File: src/rtl/regfile_access_ctrl_if.sv
// Bundle of decode, issue, writeback and register-file signals for regfile_access_ctrl.
// master: the access controller; slave: its surroundings (decoder, execute, writeback, RF).
interface regfile_access_ctrl_if #(
    parameter int unsigned WORD_SIZE = 16
);
    // Decode
    logic                 dec_valid;
    logic                 dec_ready;
    logic [2:0]           dec_src1;
    logic [2:0]           dec_src2;
    logic [2:0]           dec_dst;
    logic                 dec_wen;
    // Issue
    logic                 iss_valid;
    logic                 iss_ready;
    logic [WORD_SIZE-1:0] iss_op_a;
    logic [WORD_SIZE-1:0] iss_op_b;
    logic [2:0]           iss_dst;
    logic                 iss_wen;
    // Writeback
    logic                 wb_valid;
    logic                 wb_ready;
    logic [2:0]           wb_addr;
    logic [WORD_SIZE-1:0] wb_data;
    // Register file
    logic [2:0]           rf_addr1;
    logic [2:0]           rf_addr2;
    logic                 rf_write_buff1;
    logic                 rf_write_buff2;
    logic                 rf_write;
    logic [2:0]           rf_addr_in;
    logic [WORD_SIZE-1:0] rf_data_in;
    logic [WORD_SIZE-1:0] rf_reg_buff1;
    logic [WORD_SIZE-1:0] rf_reg_buff2;

    modport master (
        input  dec_valid, dec_src1, dec_src2, dec_dst, dec_wen,
        output dec_ready,
        output iss_valid, iss_op_a, iss_op_b, iss_dst, iss_wen,
        input  iss_ready,
        input  wb_valid, wb_addr, wb_data,
        output wb_ready,
        output rf_addr1, rf_addr2, rf_write_buff1, rf_write_buff2,
        output rf_write, rf_addr_in, rf_data_in,
        input  rf_reg_buff1, rf_reg_buff2
    );

    modport slave (
        output dec_valid, dec_src1, dec_src2, dec_dst, dec_wen,
        input  dec_ready,
        input  iss_valid, iss_op_a, iss_op_b, iss_dst, iss_wen,
        output iss_ready,
        output wb_valid, wb_addr, wb_data,
        input  wb_ready,
        input  rf_addr1, rf_addr2, rf_write_buff1, rf_write_buff2,
        input  rf_write, rf_addr_in, rf_data_in,
        output rf_reg_buff1, rf_reg_buff2
    );
endinterface

File: src/rtl/regfile_access_ctrl.sv
// Register-file access controller: scoreboarded operand read (IDLE->READ->CAPTURE->ISSUE)
// plus a 2-entry writeback FIFO that drains one entry per cycle into the register file.
// Optional feature macro REGFILE_BYPASS_EN: lets a decode whose pending source is the FIFO
// head being drained this cycle proceed, forwarding the head data into the captured operand.
module regfile_access_ctrl #(
    parameter int unsigned WORD_SIZE = 16,
    parameter int unsigned REG_NUM   = 8
) (
    input  logic                  clk,
    input  logic                  rst_n,
    regfile_access_ctrl_if.master bus_io
);
    localparam int unsigned AddrW = 3;

    typedef enum logic [1:0] {StIdle, StRead, StCapture, StIssue} state_e;

    // One-hot scoreboard bit for a register address, index taken modulo REG_NUM.
    function automatic logic [REG_NUM-1:0] sb_mask(input logic [AddrW-1:0] a);
        return {{(REG_NUM-1){1'b0}}, 1'b1} << (32'(a) % REG_NUM);
    endfunction

    state_e               state_q;
    logic [AddrW-1:0]     src1_q, src2_q, dst_q;
    logic                 wen_q;
    logic                 rd_strobe_q;
    logic                 iss_valid_q;
    logic [WORD_SIZE-1:0] op_a_q, op_b_q;
    logic [REG_NUM-1:0]   sb_q, sb_d;

    logic [AddrW-1:0]     fifo_addr_q [2];
    logic [WORD_SIZE-1:0] fifo_data_q [2];
    logic                 wr_ptr_q, rd_ptr_q;
    logic [1:0]           count_q;

    logic                 fifo_push, fifo_pop;
    logic [AddrW-1:0]     head_addr;
    logic [WORD_SIZE-1:0] head_data;
    logic [REG_NUM-1:0]   drain_mask, blocked_src;
    logic                 src1_hit, src2_hit, dst_hit;
    logic                 dec_fire;
    logic [WORD_SIZE-1:0] cap_a, cap_b;

    assign fifo_pop   = (count_q != 2'd0);
    assign fifo_push  = bus_io.wb_valid & bus_io.wb_ready;
    assign head_addr  = fifo_addr_q[rd_ptr_q];
    assign head_data  = fifo_data_q[rd_ptr_q];
    assign drain_mask = fifo_pop ? sb_mask(head_addr) : '0;

`ifdef REGFILE_BYPASS_EN
    // A source cleared by this cycle's drain is not a hazard: its data is forwarded.
    assign blocked_src = sb_q & ~drain_mask;
`else
    assign blocked_src = sb_q;
`endif

    assign src1_hit = |(blocked_src & sb_mask(bus_io.dec_src1));
    assign src2_hit = |(blocked_src & sb_mask(bus_io.dec_src2));
    assign dst_hit  = bus_io.dec_wen & |(sb_q & sb_mask(bus_io.dec_dst));

    // rst_n gating keeps dec_ready low while reset is held.
    assign bus_io.dec_ready = rst_n & (state_q == StIdle) & ~src1_hit & ~src2_hit & ~dst_hit;
    assign dec_fire         = bus_io.dec_valid & bus_io.dec_ready;

    assign bus_io.wb_ready   = (count_q < 2'd2);
    assign bus_io.rf_write   = fifo_pop;
    assign bus_io.rf_addr_in = fifo_pop ? head_addr : '0;
    assign bus_io.rf_data_in = fifo_pop ? head_data : '0;

    assign bus_io.rf_addr1       = src1_q;
    assign bus_io.rf_addr2       = src2_q;
    assign bus_io.rf_write_buff1 = rd_strobe_q;
    assign bus_io.rf_write_buff2 = rd_strobe_q;

    assign bus_io.iss_valid = iss_valid_q;
    assign bus_io.iss_op_a  = op_a_q;
    assign bus_io.iss_op_b  = op_b_q;
    assign bus_io.iss_dst   = dst_q;
    assign bus_io.iss_wen   = wen_q;

`ifdef REGFILE_BYPASS_EN
    logic                 byp1_q, byp2_q;
    logic [WORD_SIZE-1:0] byp_data_q;

    // Remember at decode accept which operands must take the draining head data.
    always_ff @(posedge clk or negedge rst_n) begin
        if (!rst_n) begin
            byp1_q     <= 1'b0;
            byp2_q     <= 1'b0;
            byp_data_q <= '0;
        end else if (dec_fire) begin
            byp1_q     <= fifo_pop && (bus_io.dec_src1 == head_addr);
            byp2_q     <= fifo_pop && (bus_io.dec_src2 == head_addr);
            byp_data_q <= head_data;
        end
    end

    assign cap_a = byp1_q ? byp_data_q : bus_io.rf_reg_buff1;
    assign cap_b = byp2_q ? byp_data_q : bus_io.rf_reg_buff2;
`else
    assign cap_a = bus_io.rf_reg_buff1;
    assign cap_b = bus_io.rf_reg_buff2;
`endif

    // Scoreboard next state: drain clears, issue handshake sets (set wins on the same bit).
    always_comb begin
        sb_d = sb_q & ~drain_mask;
        if (state_q == StIssue && bus_io.iss_ready && wen_q) begin
            sb_d = sb_d | sb_mask(dst_q);
        end
    end

    // Scoreboard register.
    always_ff @(posedge clk or negedge rst_n) begin
        if (!rst_n) sb_q <= '0;
        else        sb_q <= sb_d;
    end

    // Access FSM with registered strobe/issue outputs; iss_valid rises on the third edge
    // counting the decode-accept edge.
    always_ff @(posedge clk or negedge rst_n) begin
        if (!rst_n) begin
            state_q     <= StIdle;
            src1_q      <= '0;
            src2_q      <= '0;
            dst_q       <= '0;
            wen_q       <= 1'b0;
            rd_strobe_q <= 1'b0;
            iss_valid_q <= 1'b0;
            op_a_q      <= '0;
            op_b_q      <= '0;
        end else begin
            unique case (state_q)
                StIdle: begin
                    if (dec_fire) begin
                        src1_q      <= bus_io.dec_src1;
                        src2_q      <= bus_io.dec_src2;
                        dst_q       <= bus_io.dec_dst;
                        wen_q       <= bus_io.dec_wen;
                        rd_strobe_q <= 1'b1;
                        state_q     <= StRead;
                    end
                end
                StRead: begin
                    rd_strobe_q <= 1'b0;
                    state_q     <= StCapture;
                end
                StCapture: begin
                    op_a_q      <= cap_a;
                    op_b_q      <= cap_b;
                    iss_valid_q <= 1'b1;
                    state_q     <= StIssue;
                end
                StIssue: begin
                    if (bus_io.iss_ready) begin
                        iss_valid_q <= 1'b0;
                        state_q     <= StIdle;
                    end
                end
                default: state_q <= StIdle;
            endcase
        end
    end

    // Writeback FIFO pointers and occupancy.
    always_ff @(posedge clk or negedge rst_n) begin
        if (!rst_n) begin
            wr_ptr_q <= 1'b0;
            rd_ptr_q <= 1'b0;
            count_q  <= 2'd0;
        end else begin
            if (fifo_push) wr_ptr_q <= ~wr_ptr_q;
            if (fifo_pop)  rd_ptr_q <= ~rd_ptr_q;
            count_q <= count_q + {1'b0, fifo_push} - {1'b0, fifo_pop};
        end
    end

    // Writeback FIFO storage; contents are only observed while count is non-zero.
    always_ff @(posedge clk) begin
        if (fifo_push) begin
            fifo_addr_q[wr_ptr_q] <= bus_io.wb_addr;
            fifo_data_q[wr_ptr_q] <= bus_io.wb_data;
        end
    end
endmodule

File: src/flat_wrapper.sv
// flat-port wrapper written by rule: the top's interface ports become plain ports
module regfile_access_ctrl_flat 
#(
    parameter int unsigned WORD_SIZE = 16,
    parameter int unsigned REG_NUM   = 8
)
  (clk, rst_n, bus_io_dec_valid, bus_io_dec_src1, bus_io_dec_src2, bus_io_dec_dst, bus_io_dec_wen, bus_io_dec_ready, bus_io_iss_valid, bus_io_iss_op_a, bus_io_iss_op_b, bus_io_iss_dst, bus_io_iss_wen, bus_io_iss_ready, bus_io_wb_valid, bus_io_wb_addr, bus_io_wb_data, bus_io_wb_ready, bus_io_rf_addr1, bus_io_rf_addr2, bus_io_rf_write_buff1, bus_io_rf_write_buff2, bus_io_rf_write, bus_io_rf_addr_in, bus_io_rf_data_in, bus_io_rf_reg_buff1, bus_io_rf_reg_buff2);
  regfile_access_ctrl_if #(.WORD_SIZE(WORD_SIZE)) bus_io_i ();
  input  logic clk;
  input  logic rst_n;
  input wire logic [$bits(bus_io_i.dec_valid)-1:0] bus_io_dec_valid;
  input wire logic [$bits(bus_io_i.dec_src1)-1:0] bus_io_dec_src1;
  input wire logic [$bits(bus_io_i.dec_src2)-1:0] bus_io_dec_src2;
  input wire logic [$bits(bus_io_i.dec_dst)-1:0] bus_io_dec_dst;
  input wire logic [$bits(bus_io_i.dec_wen)-1:0] bus_io_dec_wen;
  output wire logic [$bits(bus_io_i.dec_ready)-1:0] bus_io_dec_ready;
  output wire logic [$bits(bus_io_i.iss_valid)-1:0] bus_io_iss_valid;
  output wire logic [$bits(bus_io_i.iss_op_a)-1:0] bus_io_iss_op_a;
  output wire logic [$bits(bus_io_i.iss_op_b)-1:0] bus_io_iss_op_b;
  output wire logic [$bits(bus_io_i.iss_dst)-1:0] bus_io_iss_dst;
  output wire logic [$bits(bus_io_i.iss_wen)-1:0] bus_io_iss_wen;
  input wire logic [$bits(bus_io_i.iss_ready)-1:0] bus_io_iss_ready;
  input wire logic [$bits(bus_io_i.wb_valid)-1:0] bus_io_wb_valid;
  input wire logic [$bits(bus_io_i.wb_addr)-1:0] bus_io_wb_addr;
  input wire logic [$bits(bus_io_i.wb_data)-1:0] bus_io_wb_data;
  output wire logic [$bits(bus_io_i.wb_ready)-1:0] bus_io_wb_ready;
  output wire logic [$bits(bus_io_i.rf_addr1)-1:0] bus_io_rf_addr1;
  output wire logic [$bits(bus_io_i.rf_addr2)-1:0] bus_io_rf_addr2;
  output wire logic [$bits(bus_io_i.rf_write_buff1)-1:0] bus_io_rf_write_buff1;
  output wire logic [$bits(bus_io_i.rf_write_buff2)-1:0] bus_io_rf_write_buff2;
  output wire logic [$bits(bus_io_i.rf_write)-1:0] bus_io_rf_write;
  output wire logic [$bits(bus_io_i.rf_addr_in)-1:0] bus_io_rf_addr_in;
  output wire logic [$bits(bus_io_i.rf_data_in)-1:0] bus_io_rf_data_in;
  input wire logic [$bits(bus_io_i.rf_reg_buff1)-1:0] bus_io_rf_reg_buff1;
  input wire logic [$bits(bus_io_i.rf_reg_buff2)-1:0] bus_io_rf_reg_buff2;
  assign bus_io_i.dec_valid = bus_io_dec_valid;
  assign bus_io_i.dec_src1 = bus_io_dec_src1;
  assign bus_io_i.dec_src2 = bus_io_dec_src2;
  assign bus_io_i.dec_dst = bus_io_dec_dst;
  assign bus_io_i.dec_wen = bus_io_dec_wen;
  assign bus_io_dec_ready = bus_io_i.dec_ready;
  assign bus_io_iss_valid = bus_io_i.iss_valid;
  assign bus_io_iss_op_a = bus_io_i.iss_op_a;
  assign bus_io_iss_op_b = bus_io_i.iss_op_b;
  assign bus_io_iss_dst = bus_io_i.iss_dst;
  assign bus_io_iss_wen = bus_io_i.iss_wen;
  assign bus_io_i.iss_ready = bus_io_iss_ready;
  assign bus_io_i.wb_valid = bus_io_wb_valid;
  assign bus_io_i.wb_addr = bus_io_wb_addr;
  assign bus_io_i.wb_data = bus_io_wb_data;
  assign bus_io_wb_ready = bus_io_i.wb_ready;
  assign bus_io_rf_addr1 = bus_io_i.rf_addr1;
  assign bus_io_rf_addr2 = bus_io_i.rf_addr2;
  assign bus_io_rf_write_buff1 = bus_io_i.rf_write_buff1;
  assign bus_io_rf_write_buff2 = bus_io_i.rf_write_buff2;
  assign bus_io_rf_write = bus_io_i.rf_write;
  assign bus_io_rf_addr_in = bus_io_i.rf_addr_in;
  assign bus_io_rf_data_in = bus_io_i.rf_data_in;
  assign bus_io_i.rf_reg_buff1 = bus_io_rf_reg_buff1;
  assign bus_io_i.rf_reg_buff2 = bus_io_rf_reg_buff2;
  regfile_access_ctrl #(.WORD_SIZE(WORD_SIZE), .REG_NUM(REG_NUM)) u_core (.clk(clk), .rst_n(rst_n), .bus_io(bus_io_i));
endmodule
File: config.mk
export PLATFORM = sky130hd
export DESIGN_NAME = regfile_access_ctrl_flat
export DESIGN_NICKNAME = d
export VERILOG_FILES = /design/src/rtl/regfile_access_ctrl_if.sv /design/src/rtl/regfile_access_ctrl.sv /design/src/flat_wrapper.sv
export SDC_FILE = /design/constraint.sdc
export NUM_CORES = 1
export LEC_CHECK = 0
export ABC_AREA = 1
export BUFFER_PORTS_ARGS = -buffer_cell sky130_fd_sc_hd__buf_2
export CAP_MARGIN = 0
export CORE_ASPECT_RATIO = 0.7
export CORE_MARGIN = 2
export CORE_UTILIZATION = 52
export CTS_BUF_LIST = sky130_fd_sc_hd__clkbuf_8
export DETAILED_ROUTE_END_ITERATION = 10
export PLACE_DENSITY = 0.82
export SLEW_MARGIN = 5
export SYNTH_ARGS = -nofsm -noshare
export SYNTH_HDL_FRONTEND = slang
export SYNTH_SLANG_ARGS = --single-unit
export TNS_END_PERCENT = 1
File: constraint.sdc
create_clock -name clk -period 1.95 [get_ports clk]
set_input_delay 0.0975 -clock clk [delete_from_list [all_inputs] [get_ports clk]]
set_output_delay 0.0975 -clock clk [all_outputs]
set_load 0.05 [all_outputs]
==> impl_metrics.tcl, run 1 <==
set metrics [dict create \
    syn_area_per_cell_sq_um 9.60 \
    grt_pass1_vias 3834 \
    vias 3666 \
    worst_hold_startpoint "bus_io_iss_ready" \
    path_cells "buf_4 -> o21ai_0 -> nor2_1 -> buf_2" \
    port_buffers 132 \
    synth.distinct_cells 29 \
    pwr_density_cell_nw_per_um2 1680 \
    antenna_found_initial 0 \
    cp.required_ns 1.85 \
    drt-pass1-iter-count 5 \
    cts_sinks 96 \
    total_leakage_power_nw 2.83 \
    cp_slowest_stage_delay_ns 0.44 \
    ant_nets 0 \
    reg2reg_depth 11 \
    cts_buffers 9 \
    ys_seq_elements 96 \
    preCtsSetupSlack_ns 0.235 \
    final_max_slew_viol_count 0 \
    ff2ff_setup_slack_ns 0.20 \
    grt_usage 0.281 \
    ys_top_cells_by_area "dfrtp_1 (36%), edfxtp_1 (28%), nand2_1 (16%)" \
    fill_cells 484 \
    pwr-share-seq 0.352 \
    coreArea_sq_um 7380 \
    htreeDepth 3 \
    p_clk_frac 0.147 \
    p_int_w 0.00463 \
    tightest_slew_ns 0.727 \
    power_switching_w 0.00472 \
    yosysWarnings 0 \
    tns_ns 0 \
    critPathMaxFanout 19 \
    hold_end "u_core.bus_io.iss_valid$_DFFE_PN0P_" \
    setup_ws_ns 0.117 \
    tritoncts "built" \
    worstPathBufferInverterCount 2 \
    period_needed_ns 1.83 \
    synth_nets 489 \
    io-pin-count 133 \
    finalClockSkew_ns 0.0138 \
    hold_depth 3 \
    worstSetupEndpointType "output pin" \
    gp_congestion 0.915 \
    clockRootBuffer "clkbuf_8" \
    synth_top_cell_area_share 0.362 \
    wirelength_microns 11000 \
    grt_pass1_wl_microns 18000 \
    critical_path_class "reg2out" \
    finalHoldViolCount 0 \
    sw_frac_of_total 0.505 \
    syn2layout_area_growth_pct 38.9 \
    dieArea_sq_um 8440 \
    num_antenna_cells 0 \
    layout_worst_path_cycle_share 0.940 \
    crit_arrival_ns 1.74 \
    status "completed" \
    setup_violations 0 \
    yosysTopAreaCell "dfrtp_1" \
    max_freq_mhz 546 \
    cts_buffer_depth 2 \
    wl_per_cell_microns 15.4 \
    grt_overflow 0 \
    worst_hold_path_type "in2reg" \
    drive_gt1_frac 0.271 \
    layout.nets 682 \
    die_w_microns 109 \
    synthCells 418 \
    start_util 0.543 \
    die_y_microns 77.5 \
    startpoint_type "register" \
    drc 0 \
    ys_seq_area_frac 0.646 \
    critPathTopFamily "buffers and inverters" \
    timing.rr.start "u_core.state_q[0]$_DFFE_PN0P_" \
    cp_slowest_cell "o21ai_0" \
    viasPerCell 5.13 \
    drt_iter0_markers 232 \
    post_cts_buffers 0 \
    clk_pin_slew_ns 0.10 \
    vdd_ir_drop_max_v 0.00107 \
    grt_max_degree 59 \
    pwr-share-comb 0.501 \
    r2r-end "u_core.state_q[0]$_DFFE_PN0P_" \
    maxCapViolCount 0 \
    slew_headroom 0.515 \
    dpl.hpwl_microns 6830 \
    clk_latency_ns 0.37 \
    rows 26 \
    rsz0062_at_grt "no" \
    syn-cell-area_sq_um 4010 \
]
placed cells by master, fill, tap and decap left out:
master,synthesis,final
a21boi_0,1,1
clkinv_4,0,1
nor2_2,1,1
clkinvlp_4,0,1
inv_8,0,1
a21oi_1,18,18
bufinv_16,0,1
o21ai_0,23,22
or2_2,3,3
nor2_1,17,17
o21ai_1,9,10
mux2i_1,1,1
dlygate4sd3_1,0,54
nand3_2,1,1
nand4_1,1,1
nand3_1,20,20
nand2_1,169,169
buf_12,0,1
buf_2,1,131
inv_6,0,2
nor2_4,1,1
inv_2,1,1
dfrtp_1,58,58
ha_1,5,5
inv_1,29,29
and2_1,1,1
nor3_1,1,1
edfxtp_1,38,38
o21a_1,1,1
clkbuf_8,0,10
xor2_1,2,2
buf_4,2,11
a21oi_2,1,1
o211ai_1,1,1
layout make-up:
class / instances / area (sq um) / area share
clock buffer: 10 / 138 / 0.0247
clock inverter: 6 / 75.1 / 0.0135
inverter: 30 / 113 / 0.0202
multi-input combinational: 277 / 1230 / 0.221
sequential: 96 / 2590 / 0.465
tap: 98 / 123 / 0.0220
timing repair buffer: 197 / 1300 / 0.233
timing repair:
action,in CTS,in global routing
hold buffers,54,0
setup endpoints to repair,0,2
resized for setup,0,3
endpoints found under the hold margin,130,0
synthesized netlist by cell type (all sizes together):
cell and number:
o211ai 1, nor3 1, o21ai 32, a21boi 1
edfxtp 38, ha 5, inv 30, clkbuf 9
and2 1, o21a 1, nand3 21, buf 6
nand4 1, a21oi 19, xor2 2, mux2i 1
dfrtp 58, or2 3, nand2 169, nor2 19
sequential cells by signal, summed over array words and instances (netlist names):
| signal | count |
|---|---|
| u_core.bus_io.iss_op_a | 16 |
| u_core.rd_ptr_q | 1 |
| u_core.bus_io.iss_wen | 1 |
| u_core.blocked_src | 8 |
| u_core.state_q | 2 |
| u_core.bus_io.rf_write_buff1 | 1 |
| u_core.bus_io.rf_addr1 | 3 |
| u_core.fifo_data_q | 32 |
| u_core.wr_ptr_q | 1 |
| u_core.bus_io.iss_dst | 3 |
| u_core.bus_io.rf_addr2 | 3 |
| u_core.bus_io.iss_valid | 1 |
| u_core.bus_io.iss_op_b | 16 |
| u_core.fifo_addr_q | 6 |
| u_core.count_q | 2 |
power by group through the flow:
stage          clock network [W]  logic [W]  registers (W)
6_report                 0.00137    0.00469        0.00329
3_5_place_dp                   0    0.00455        0.00329
2_1_floorplan                  0    0.00183        0.00478
4_1_cts                  0.00139    0.00464        0.00326
3_3_place_gp                   0    0.00446        0.00326
5_1_grt                  0.00148    0.00505        0.00336
worst min-delay path, stage by stage:
cell,delay (ns)
buf_2,0.09
nand2_1,0.07
o21a_1,0.10
per-layer routing:
| metal | global-route usage | routed length (microns) |
|---|---|---|
| met5 | 0 | 0 |
| met4 | 0.104 | 336 |
| met1 | 0.342 | 4280 |
| met3 | 0.0748 | 894 |
| met2 | 0.481 | 5500 |
cell families after synthesis:
family,after synthesis,synth area share
AND/OR/NAND/NOR,215,0.215
flip-flops,96,0.646
AO/OA/AOI/OAI,54,0.0702
buffers and inverters,45,0.0462
adder cells (fa/ha/maj),5,0.0156
XOR/XNOR,2,0.00437
multiplexers,1,0.00250
through the flow:
stage | total power (W) | utilization | area, sq um | instances | hold WS, ns
after floorplan | 0.00661 | - | 4010 | 418 | -0.198
after global placement | 0.00772 | 0.652 | 4820 | 644 | 0.285
after detailed placement | 0.00784 | 0.652 | 4820 | 644 | 0.288
after CTS | 0.00929 | 0.754 | 5570 | 714 | 0.0100
after global routing | 0.00989 | 0.755 | 5570 | 714 | 0.00705
final | 0.00935 | 0.755 | 5570 | 714 | 0.0230
worst max path at each step:
stage	startpoint	endpoint	slack (ns)	cells after the start
floorplan	u_core.count_q[1]$_DFF_PN0_	u_core.fifo_addr_q[0][0]$_DFFE_PP_	-0.20	3
global placement	u_core.state_q[0]$_DFFE_PN0P_	u_core.state_q[0]$_DFFE_PN0P_	0.34	11
detailed placement	u_core.state_q[0]$_DFFE_PN0P_	u_core.state_q[0]$_DFFE_PN0P_	0.23	11
CTS	u_core.state_q[1]$_DFFE_PN0P_	bus_io_dec_ready	0.07	8
global route	u_core.state_q[1]$_DFFE_PN0P_	bus_io_dec_ready	0.006	8
finish	u_core.rd_ptr_q$_DFFE_PN0N_	bus_io_rf_addr_in[1]	0.12	4
Power figures use the tool's default switching activity.
==> run 2, diff against run 1 <==
CORE_UTILIZATION = 45   (was 52)
PLACE_DENSITY = 0.72   (was 0.82)
==> impl_metrics.tcl, run 2 (synthesized netlist as in run 1, its figures left out) <==
set metrics [dict create \
    status "completed" \
    p_total_w 0.00917 \
    worstPathBufferInverterCount 3 \
    die_w_microns 117 \
    antenna_found_initial 0 \
    wl_per_cell_microns 14.1 \
    critPathMaxFanout 4 \
    final_cell_mix "nand2_1 (169), buf_2 (131), dfrtp_1 (57)" \
    cts_sinks 96 \
    layout.nets 684 \
    setup_ws_ns 0.139 \
    wirelength_microns 10400 \
    ant_nets 0 \
    grt_pass1_wl_microns 17000 \
    vdd_ir_drop_max_v 0.00109 \
    cp_slowest_cell "dfrtp_1" \
    top_register "u_core.fifo_data_q" \
    path_cells "inv_1 -> ha_1 -> nand2_1 -> inv_1 -> nand2_1 -> nor2_2 -> and2_1 -> buf_4" \
    grt_usage 0.224 \
    placed_cells 665 \
    port_buffers 132 \
    drt-pass1-iter-count 5 \
    clk_latency_ns 0.36 \
    crit_arrival_ns 1.71 \
    cp_slowest_stage_delay_ns 0.43 \
    drive_gt1_frac 0.273 \
    io-pin-count 133 \
    rows 28 \
    finalClockSkew_ns 0.00764 \
    pwr-share-comb 0.504 \
    cp-startpoint "u_core.state_q[1]$_DFFE_PN0P_" \
    clockRootBuffer "clkbuf_8" \
    power_switching_w 0.00460 \
    preCtsSetupSlack_ns 0.228 \
    startpoint_type "register" \
    fill_cells 698 \
    p_clk_frac 0.137 \
    grt_pass1_vias 3577 \
    finalHoldViolCount 0 \
    timing.rr.start "u_core.state_q[1]$_DFFE_PN0P_" \
    p_int_w 0.00457 \
    final_max_slew_viol_count 0 \
    rsz0062_at_grt "no" \
    period_needed_ns 1.81 \
    cts_buffers 9 \
    path_depth 8 \
    num_antenna_cells 0 \
    critPathTopFamily "flip-flops" \
    sw_frac_of_total 0.501 \
    worst_hold_startpoint "bus_io_dec_wen" \
    htreeDepth 3 \
    pwr-share-seq 0.359 \
    max_freq_mhz 552 \
    tritoncts "built" \
    vias 3556 \
    start_util 0.469 \
    drc 0 \
    clk_pin_slew_ns 0.09 \
    tightest_slew_ns 0.729 \
    critical_path_class "reg2out" \
    total_leakage_power_nw 2.83 \
    layout_commonest_cell "nand2_1" \
    largest_register_ff_count 32 \
    dpl.hpwl_microns 6750 \
    setup_violations 0 \
    gp_congestion 0.857 \
    worst_hold_path_type "in2reg" \
    reg2reg_depth 11 \
    syn2layout_area_growth_pct 39.1 \
    coreArea_sq_um 8550 \
    cts_buffer_depth 2 \
    worstSetupEndpointType "output pin" \
    die_y_microns 83.0 \
    pwr_density_cell_nw_per_um2 1640 \
    hold_depth 3 \
    slew_headroom 0.514 \
    grt_max_degree 59 \
    viasPerCell 4.82 \
    grt_overflow 0 \
    finalNonFillerCells 738 \
    cp.required_ns 1.85 \
    drt_iter0_markers 180 \
    layout_worst_path_cycle_share 0.929 \
    maxCapViolCount 0 \
    dieArea_sq_um 9700 \
]
==> run 2: cell types whose count changed in the layout (fill, tap and decap cells not counted), sizes merged <==
cell      delta
inv          -3
clkinvlp     -1
clkinv       +5
clkbuf       -1
buf          +2
==> run 2: worst paths after layout <==
kind | endpoint | slack, ns
min in group asynchronous | u_core.bus_io.rf_addr2[0]$_DFFE_PN0P_ | 0.46
worst min register to register | u_core.bus_io.iss_op_a[12]$_DFFE_PN0P_ | 0.47
worst max-delay path | bus_io_dec_ready | 0.14
worst min-delay path | u_core.bus_io.iss_wen$_DFFE_PN0P_ | 0.02
max in group asynchronous | u_core.rd_ptr_q$_DFFE_PN0N_ | 0.99
worst max register to register | u_core.state_q[1]$_DFFE_PN0P_ | 0.19
==> run 2: cell type report <==
class / count / area [sq um] / area share
clock buffer: 9 / 124 / 0.0222
inverter: 30 / 113 / 0.0202
sequential: 96 / 2590 / 0.465
tap: 120 / 150 / 0.0269
clock inverter: 7 / 62.6 / 0.0112
multi-input combinational: 277 / 1230 / 0.221
timing repair buffer: 199 / 1300 / 0.233
==> run 2: power by group through the flow <==
stage | clock (W) | sequential (W) | combinational, W
final | 0.00125 | 0.00330 | 0.00462
after global routing | 0.00136 | 0.00338 | 0.00499
after CTS | 0.00129 | 0.00329 | 0.00456
after detailed placement | 0 | 0.00332 | 0.00448
after global placement | 0 | 0.00331 | 0.00439
after floorplan | 0 | 0.00478 | 0.00183
==> run 2: layer usage <==
layer,global-route usage,part of all wire
met5,0,0
met4,0.0663,0.019
met3,0.0774,0.069
met2,0.371,0.50
met1,0.278,0.42
==> run 2: repair_timing <==
item,4_1_cts,5_1_grt
endpoints found under the setup margin,2,11
hold buffers,54,0
buffers inserted,0,3
gates cloned,0,0
hold endpoints to repair,130,0
gates resized for setup,1,2
pin swaps,0,0
==> run 2: through the flow <==
step / hold WS [ns] / cell area (sq um) / util / TNS, ns
floorplan: -0.198 / 4010 / - / -7.63
global placement: 0.287 / 4820 / 0.564 / 0
detailed placement: 0.290 / 4820 / 0.564 / 0
CTS: 0.000783 / 5550 / 0.650 / 0
global route: 0.00214 / 5580 / 0.653 / 0
finish: 0.0243 / 5580 / 0.653 / 0
==> run 2: worst reg2reg max path, cell delays in order, from the launching register on <==
cell,delay [ns]
dfrtp_1,0.43
inv_1,0.13
ha_1,0.18
nand2_1,0.05
inv_1,0.05
nand2_1,0.05
nor2_2,0.11
nand3_2,0.23
nand2_1,0.21
nand2_1,0.10
nand2_1,0.07
nand2_1,0.05
